`config.mk`:
```
export PLATFORM = sky130hd
export DESIGN_NAME = parc_core_scoreboard
export DESIGN_NICKNAME = d
export VERILOG_FILES = /design/src/rtl/parc_core_scoreboard_pkg.sv /design/src/rtl/parc_core_fill_tag_pipe.sv /design/src/rtl/parc_core_scoreboard.sv
export SDC_FILE = /design/constraint.sdc
export NUM_CORES = 1
export LEC_CHECK = 0
export CAP_MARGIN = 20
export CORE_MARGIN = 2
export CORE_UTILIZATION = 42
export CTS_CLUSTER_DIAMETER = 100
export DETAILED_ROUTE_END_ITERATION = 8
export PLACE_DENSITY_LB_ADDON = 0.25
export SLEW_MARGIN = 0
export SYNTH_ARGS = -nofsm -noshare
export SYNTH_HDL_FRONTEND = slang
export SYNTH_HIERARCHICAL = 1
export SYNTH_SLANG_ARGS = --single-unit
export TNS_END_PERCENT = 1
```
`constraint.sdc`:
```
create_clock -name clk -period 3.7 [get_ports clk]
set_input_delay 0.74 -clock clk [delete_from_list [all_inputs] [get_ports clk]]
set_output_delay 0.74 -clock clk [all_outputs]
set_load 0.005 [all_outputs]
```
`src/rtl/parc_core_scoreboard_pkg.sv`:
```
// rtl/parc_core_scoreboard_pkg.sv - shared constants and latency codes for the PARC issue scoreboard
package parc_core_scoreboard_pkg;

   localparam int NUM_REGS   = 32;
   localparam int ROB_SLOT_W = 4;
   localparam int MAX_LAT    = 4;

   // Latency class codes as presented on lat_Dhl
   typedef enum logic [1:0] {
      LAT_ALU  = 2'd0,
      LAT_MEM  = 2'd1,
      LAT_MUL  = 2'd2,
      LAT_LONG = 2'd3
   } lat_e;

   // Issue-to-fill cycle counts for each class
   localparam logic [2:0] LAT_ALU_CYC = 3'd1;
   localparam logic [2:0] LAT_MEM_CYC = 3'd2;
   localparam logic [2:0] LAT_MUL_CYC = 3'd4;

   // Code 3 has no unit of its own and is scheduled like the slowest unit
   function automatic logic [2:0] lat_cycles(input logic [1:0] code);
      logic [2:0] cyc;
      case (code)
         LAT_ALU: cyc = LAT_ALU_CYC;
         LAT_MEM: cyc = LAT_MEM_CYC;
         default: cyc = LAT_MUL_CYC;
      endcase
      return cyc;
   endfunction

endpackage

```
`src/rtl/parc_core_fill_tag_pipe.sv`:
```
// rtl/parc_core_fill_tag_pipe.sv - {val, slot} delay line with a variable insert stage feeding the ROB fill port
module parc_core_fill_tag_pipe #(
   parameter int MAX_LAT = 4,
   parameter int SLOT_W  = 4,
   parameter int STAGE_W = 2
) (
   input  logic              clk,
   input  logic              reset_n,
   input  logic              ins_val_i,
   input  logic [STAGE_W-1:0] ins_stage_i,
   input  logic [SLOT_W-1:0] ins_slot_i,
   output logic              fill_val_o,
   output logic [SLOT_W-1:0] fill_slot_o
);

   logic [MAX_LAT-1:0] val_q, val_d, val_v;
   logic [SLOT_W-1:0]  slot_q [MAX_LAT];
   logic [SLOT_W-1:0]  slot_d [MAX_LAT];
   logic [SLOT_W-1:0]  slot_v [MAX_LAT];
   logic               fill_val_q, fill_val_d;
   logic [SLOT_W-1:0]  fill_slot_q, fill_slot_d;

   // Insert the new tag at its stage, then advance everything one stage toward the fill port
   always_comb begin
      val_v = val_q;
      for (int k = 0; k < MAX_LAT; k++) slot_v[k] = slot_q[k];
      if (ins_val_i) begin
         val_v[ins_stage_i]  = 1'b1;
         slot_v[ins_stage_i] = ins_slot_i;
      end
      val_d = '0;
      for (int k = 0; k < MAX_LAT; k++) slot_d[k] = '0;
      for (int k = 0; k < MAX_LAT - 1; k++) begin
         val_d[k]  = val_v[k+1];
         slot_d[k] = slot_v[k+1];
      end
      fill_val_d  = val_v[0];
      fill_slot_d = val_v[0] ? slot_v[0] : '0;
   end

   // Tag stages and the registered fill port; reset drops every tag in flight
   always_ff @(posedge clk or negedge reset_n) begin
      if (!reset_n) begin
         val_q       <= '0;
         fill_val_q  <= 1'b0;
         fill_slot_q <= '0;
         for (int k = 0; k < MAX_LAT; k++) slot_q[k] <= '0;
      end else begin
         val_q       <= val_d;
         fill_val_q  <= fill_val_d;
         fill_slot_q <= fill_slot_d;
         for (int k = 0; k < MAX_LAT; k++) slot_q[k] <= slot_d[k];
      end
   end

   assign fill_val_o  = fill_val_q;
   assign fill_slot_o = fill_slot_q;

endmodule

```
`src/rtl/parc_core_scoreboard.sv`:
```
// rtl/parc_core_scoreboard.sv - issue-stage hazard scoreboard and ROB allocate/fill sequencer
module parc_core_scoreboard #(
   parameter int NUM_REGS   = parc_core_scoreboard_pkg::NUM_REGS,
   parameter int ROB_SLOT_W = parc_core_scoreboard_pkg::ROB_SLOT_W,
   parameter int MAX_LAT    = parc_core_scoreboard_pkg::MAX_LAT
) (
   input  logic                  clk,
   input  logic                  reset_n,
   input  logic                  inst_val_Dhl,
   input  logic                  src0_en_Dhl,
   input  logic [4:0]            src0_addr_Dhl,
   input  logic                  src1_en_Dhl,
   input  logic [4:0]            src1_addr_Dhl,
   input  logic                  dst_en_Dhl,
   input  logic [4:0]            dst_addr_Dhl,
   input  logic [1:0]            lat_Dhl,
   output logic                  stall_Dhl,
   output logic                  op0_byp_Xhl,
   output logic                  op1_byp_Xhl,
   output logic                  rob_alloc_req_val,
   input  logic                  rob_alloc_req_rdy,
   output logic [4:0]            rob_alloc_req_preg,
   input  logic [ROB_SLOT_W-1:0] rob_alloc_resp_slot,
   output logic                  rob_fill_val,
   output logic [ROB_SLOT_W-1:0] rob_fill_slot,
   input  logic                  rob_commit_wen,
   input  logic [ROB_SLOT_W-1:0] rob_commit_slot,
   input  logic [4:0]            rob_commit_rf_waddr
);

   import parc_core_scoreboard_pkg::*;

   localparam int STAGE_W = (MAX_LAT > 1) ? $clog2(MAX_LAT) : 1;

   logic [NUM_REGS-1:0]   pend_q, pend_d;
   logic [ROB_SLOT_W-1:0] slot_q [NUM_REGS];
   logic [ROB_SLOT_W-1:0] slot_d [NUM_REGS];
   logic [2:0]            cnt_q  [NUM_REGS];
   logic [2:0]            cnt_d  [NUM_REGS];
   logic [MAX_LAT-1:0]    wb_resv_q, wb_resv_d, wb_resv_set;
   logic                  op0_byp_q, op0_byp_d, op1_byp_q, op1_byp_d;

   logic [2:0]            lat_cyc, lat_idx;
   logic [STAGE_W-1:0]    lat_stage;
   logic                  src0_live, src1_live, dst_live;
   logic                  raw0, raw1, byp0, byp1, waw, port_hz, rob_hz;
   logic                  issue, alloc;

   assign lat_cyc   = lat_cycles(lat_Dhl);
   assign lat_idx   = lat_cyc - 3'd1;
   assign lat_stage = lat_idx[STAGE_W-1:0];

   // Hazard evaluation on current state only; commits clearing pend are not forwarded
   always_comb begin
      src0_live = src0_en_Dhl && (src0_addr_Dhl != 5'd0) && pend_q[src0_addr_Dhl];
      src1_live = src1_en_Dhl && (src1_addr_Dhl != 5'd0) && pend_q[src1_addr_Dhl];
      dst_live  = dst_en_Dhl && (dst_addr_Dhl != 5'd0);
      raw0      = src0_live && (cnt_q[src0_addr_Dhl] != 3'd1);
      raw1      = src1_live && (cnt_q[src1_addr_Dhl] != 3'd1);
      byp0      = src0_live && (cnt_q[src0_addr_Dhl] == 3'd1);
      byp1      = src1_live && (cnt_q[src1_addr_Dhl] == 3'd1);
      waw       = dst_live && pend_q[dst_addr_Dhl];
      port_hz   = wb_resv_q[lat_stage];
      rob_hz    = dst_live && !rob_alloc_req_rdy;
      stall_Dhl = inst_val_Dhl && (raw0 || raw1 || waw || port_hz || rob_hz);
      issue     = inst_val_Dhl && !stall_Dhl;
      alloc     = issue && dst_live;
   end

   assign rob_alloc_req_val  = alloc;
   assign rob_alloc_req_preg = dst_addr_Dhl;

   // Next register state: countdown, commit clear, then allocation; cnt loads already one cycle along
   always_comb begin
      pend_d = pend_q;
      for (int r = 0; r < NUM_REGS; r++) begin
         slot_d[r] = slot_q[r];
         cnt_d[r]  = (cnt_q[r] != 3'd0) ? cnt_q[r] - 3'd1 : 3'd0;
      end
      if (rob_commit_wen && (rob_commit_rf_waddr != 5'd0) &&
          (slot_q[rob_commit_rf_waddr] == rob_commit_slot)) begin
         pend_d[rob_commit_rf_waddr] = 1'b0;
      end
      if (alloc) begin
         pend_d[dst_addr_Dhl] = 1'b1;
         slot_d[dst_addr_Dhl] = rob_alloc_resp_slot;
         cnt_d[dst_addr_Dhl]  = lat_idx;
      end
      pend_d[0] = 1'b0;

      wb_resv_set = wb_resv_q;
      if (issue) wb_resv_set[lat_stage] = 1'b1;
      wb_resv_d = wb_resv_set >> 1;

      op0_byp_d = issue && byp0;
      op1_byp_d = issue && byp1;
   end

   // Scoreboard state registers
   always_ff @(posedge clk or negedge reset_n) begin
      if (!reset_n) begin
         pend_q    <= '0;
         wb_resv_q <= '0;
         op0_byp_q <= 1'b0;
         op1_byp_q <= 1'b0;
         for (int r = 0; r < NUM_REGS; r++) begin
            slot_q[r] <= '0;
            cnt_q[r]  <= '0;
         end
      end else begin
         pend_q    <= pend_d;
         wb_resv_q <= wb_resv_d;
         op0_byp_q <= op0_byp_d;
         op1_byp_q <= op1_byp_d;
         for (int r = 0; r < NUM_REGS; r++) begin
            slot_q[r] <= slot_d[r];
            cnt_q[r]  <= cnt_d[r];
         end
      end
   end

   assign op0_byp_Xhl = op0_byp_q;
   assign op1_byp_Xhl = op1_byp_q;

   parc_core_fill_tag_pipe #(
      .MAX_LAT (MAX_LAT),
      .SLOT_W  (ROB_SLOT_W),
      .STAGE_W (STAGE_W)
   ) u_fill_tag_pipe (
      .clk         (clk),
      .reset_n     (reset_n),
      .ins_val_i   (alloc),
      .ins_stage_i (lat_stage),
      .ins_slot_i  (rob_alloc_resp_slot),
      .fill_val_o  (rob_fill_val),
      .fill_slot_o (rob_fill_slot)
   );

endmodule

```
==> impl_results.md <==
- Met2 WL post-DR: 19.8 mm
- Diode count: 0
- Leakage: 0.00942 µW
- Pwr dens: 440 nW/µm²
- Synthesized instance count: 1348
- DRC errors left: 0
- Layout cells sized above 1: 36.1%
- Peak VDD IR: 0.000261 V
- Yosys top cell by area: dfrtp_1
- Crit end category: primary output
- Number of max-cap violations: 0
- Yosys warnings: 6
- Fin util: 52.3%
- Wirelength per Cell: 20.9 µm
- Area Growth Syn to Fin: 23.0%
- DP Worst Slack: -0.749 ns
- Critical path's slowest cell: clkdlybuf4s50_1
- Worst Hold Class: in2async
- Aggregate global routing overflow: 0
- Post-Synth Adder-Cell Area: 5.07%
- Tot GR Track Use: 22.1%
- Initial antenna violation count: 0
- Fin worst setup slack: -0.0315 ns
- Clock slew at reported path FFs: 0.06 ns
- Synth area leaders: dfrtp_1, mux2_2, mux2i_1, ha_1, nor4_4
- Antenna-violating nets left: 0
- Most common cell in the synthesized netlist: dfrtp_1
- Vias in the first global route: 11500
- Data required, critical path: 2.96 ns
- Detail Placement HPWL: 30.5 mm
- Clock root buffer: clkbuf_16
- Clk buf depth: 3
- Num ports: 52
- Slew Limit Fails: 0
- WL met3: 2.56 mm
- Starting Density: 42.5%
- Cts bufs inserted: 31
- Multi-input logic area: 8510 µm²
- Initial drt markers: 768
- CP cell instances: clkdlybuf4s50_1, or2_2, ha_1, inv_1, nand2_2, o22ai_4, nor4_2, buf_4, buf_4, o21bai_4, and2_1, buf_2
- Flops & latches, synth: 280
- Sequential cell area fraction in the yosys report: 43.7%
- Post-synthesis simple-gate area fraction: 15.9%
- CP peak stage delay: 0.41 ns
- Met1 wire length: 19.8 mm
- Fmax: 0.268 GHz
- Primary FF master, synth: dfrtp_1
- Period minus WS final: 3.73 ns
- Worst skew pair latency: 0.58 ns
- Die area: 39700 µm²
- Final hold vios: 0
- Port Buffers: 51
- Compound-Gate Fraction of Synth Area: 6.31%
- Mux cell area share after synthesis: 24.2%
- Number of vias per cell: 5.53
- Worst clock skew: 0.0141 ns
- Unrepaired setup endpoints after global routing: yes
- Synth top cells by count: dfrtp_1, mux2_2, mux2i_1, inv_1, ha_1
- Main combinational cell family by area after synthesis: multiplexers
- Synthesized area: 16000 µm²
- Final setup viols: 2
- Via count: 11400
- # clock sinks: 280
- Die width: 199 µm
- Synth top area share: 43.7%
- CP Data Arrival Time: 2.99 ns
- Slew margin rel.: 37.0%
- Final period utilization: 101%
- DR top layer: met4
- CTS tree: done
- Crit Path Class: in2out
- Post-synth EDFFs: 0
- Startpoint Class: primary input
- Seq. cell area: 7010 µm²
- Hold_ws: 0.221 ns
- Die Y: 199 µm
- Std cell rows: 71
- Tot Pwr: 8660 µW
- Post-synthesis xor/xnor area fraction: 0.273%
- Filler instances: 3289
- Core footprint: 37700 µm²
- H-Tree Depth: 1
- Final Wtd Congestion: 0.875
- CP max FO: 3
- CP dominant cell by count: buf_4
- Failing checks: setup timing
- Syn nets: 1451
- CP delay by family, top: buffers and inverters
- Worst path bufs/invs: 5
- Synth Area per Inst: 11.9 µm²
- Tightest Pin Transition: 0.946 ns
- Largest net degree at the start of global routing: 106
- Layout Nets: 1632
- First-pass GRT wire length: 67.5 mm
- Drt total wl: 43.2 mm
- Synth unique cells: 69
- Async SR Flop Fraction: 100%
- Status: complete, but fails checks
- DR pass1 iterations: 5
## cells by family after synthesis
kind of cell    count (synthesis)
compound gates                152
buf+inv                       174
simple gates                  342
xor+xnor                        5
flops                         280
fa+ha+maj                      65
mux                           330
## cells in the final DEF (no fill, tap or decap), types with 7 or more instances in the layout
master | Yosys | final
dfrtp_1 | 280 | 280
mux2_2 | 176 | 176
buf_4 | 10 | 171
mux2i_1 | 108 | 107
inv_1 | 81 | 81
ha_1 | 65 | 65
nor2_1 | 57 | 55
clkdlybuf4s50_1 | 0 | 40
and2_1 | 37 | 37
nand4_1 | 36 | 36
a21oi_1 | 36 | 36
o22ai_1 | 35 | 34
or2_2 | 33 | 33
clkbuf_16 | 0 | 31
nor4_4 | 30 | 30
a21o_1 | 30 | 30
nand2_1 | 28 | 27
mux4_2 | 24 | 24
mux2_1 | 16 | 16
nor3b_1 | 13 | 13
buf_12 | 0 | 12
nor4b_1 | 13 | 11
nor4_1 | 12 | 11
clkinv_2 | 0 | 10
a31oi_1 | 9 | 9
nor2b_1 | 9 | 9
nand2b_1 | 10 | 9
clkbuf_8 | 0 | 8
nand3b_1 | 7 | 7
nor3_1 | 9 | 7
## per-stage QoR
stage / instances / instance area, µm² / setup TNS [ns]
global route: 2065 / 19700 / -0.273
floorplan: 1348 / 16000 / -1.61
finish: 2065 / 19700 / -0.0381
CTS: 2065 / 19600 / -0.106
detailed placement: 1992 / 18200 / -119.92
global placement: 1992 / 18200 / -109.93
## what timing repair did
| item | in CTS | in global routing |
|---|---|---|
| cloned | 4 | 0 |
| endpoints found under the setup margin | 13 | 93 |
| resized for setup | 42 | 13 |
| pin swaps | 14 | 7 |
| hold buffers | 0 | 0 |
| setup buffers | 11 | 0 |
## worst paths after layout
path                                  start           to  slack, ns  cells after the start
worst min register to register  slot_q[126]  slot_q[126]       0.38                      0
min in group clk                slot_q[126]  slot_q[126]       0.38                      0
worst min-delay path                reset_n   slot_q[29]       0.22                      1
worst max register to register    cnt_q[85]    cnt_q[53]       0.19                     11
max in group asynchronous           reset_n    cnt_q[63]       2.56                      2
worst max-delay path             lat_Dhl[1]    stall_Dhl      -0.03                     12
## report_power, final
group / internal, µW / switching [µW]
clock: 1970 / 1300
sequential: 3350 / 273
combinational: 865 / 903
## sequential cells by signal, indices dropped and copies added, names as in the netlist
signal                       count
slot_q                         128
cnt_q                           96
pend_q                          31
u_fill_tag_pipe/slot_q          12
u_fill_tag_pipe/fill_slot_o      4
u_fill_tag_pipe/val_q            3
wb_resv_q                        3
op0_byp_Xhl                      1
op1_byp_Xhl                      1
u_fill_tag_pipe/fill_val_o       1
## layer usage
metal  track usage [%]  vias up
met1              31.3     5819
met4              5.79        0
met5                 0        -
met3              3.80       58
li1                  -     5244
met2              35.2      308
## worst register-to-register path, cell delays in order (launching register included)
cell,delay [ns]
dfrtp_1,0.38
or3b_4,0.44
mux4_2,0.51
o31ai_4,0.18
a211o_1,0.17
a31o_4,0.17
nand3_4,0.08
buf_4,0.17
buf_6,0.27
or4_1,0.57
buf_4,0.19
mux2_2,0.27
## area by class of cell
class | instances | area share [%]
clock buffers | 42 | 4.55
clock inverters | 16 | 0.952
inverters | 81 | 1.54
multi-input cells | 894 | 43.2
flip-flops and latches | 280 | 35.6
well taps | 511 | 3.24
repair buffers | 241 | 11.0
(Power assumes the default switching activity.)
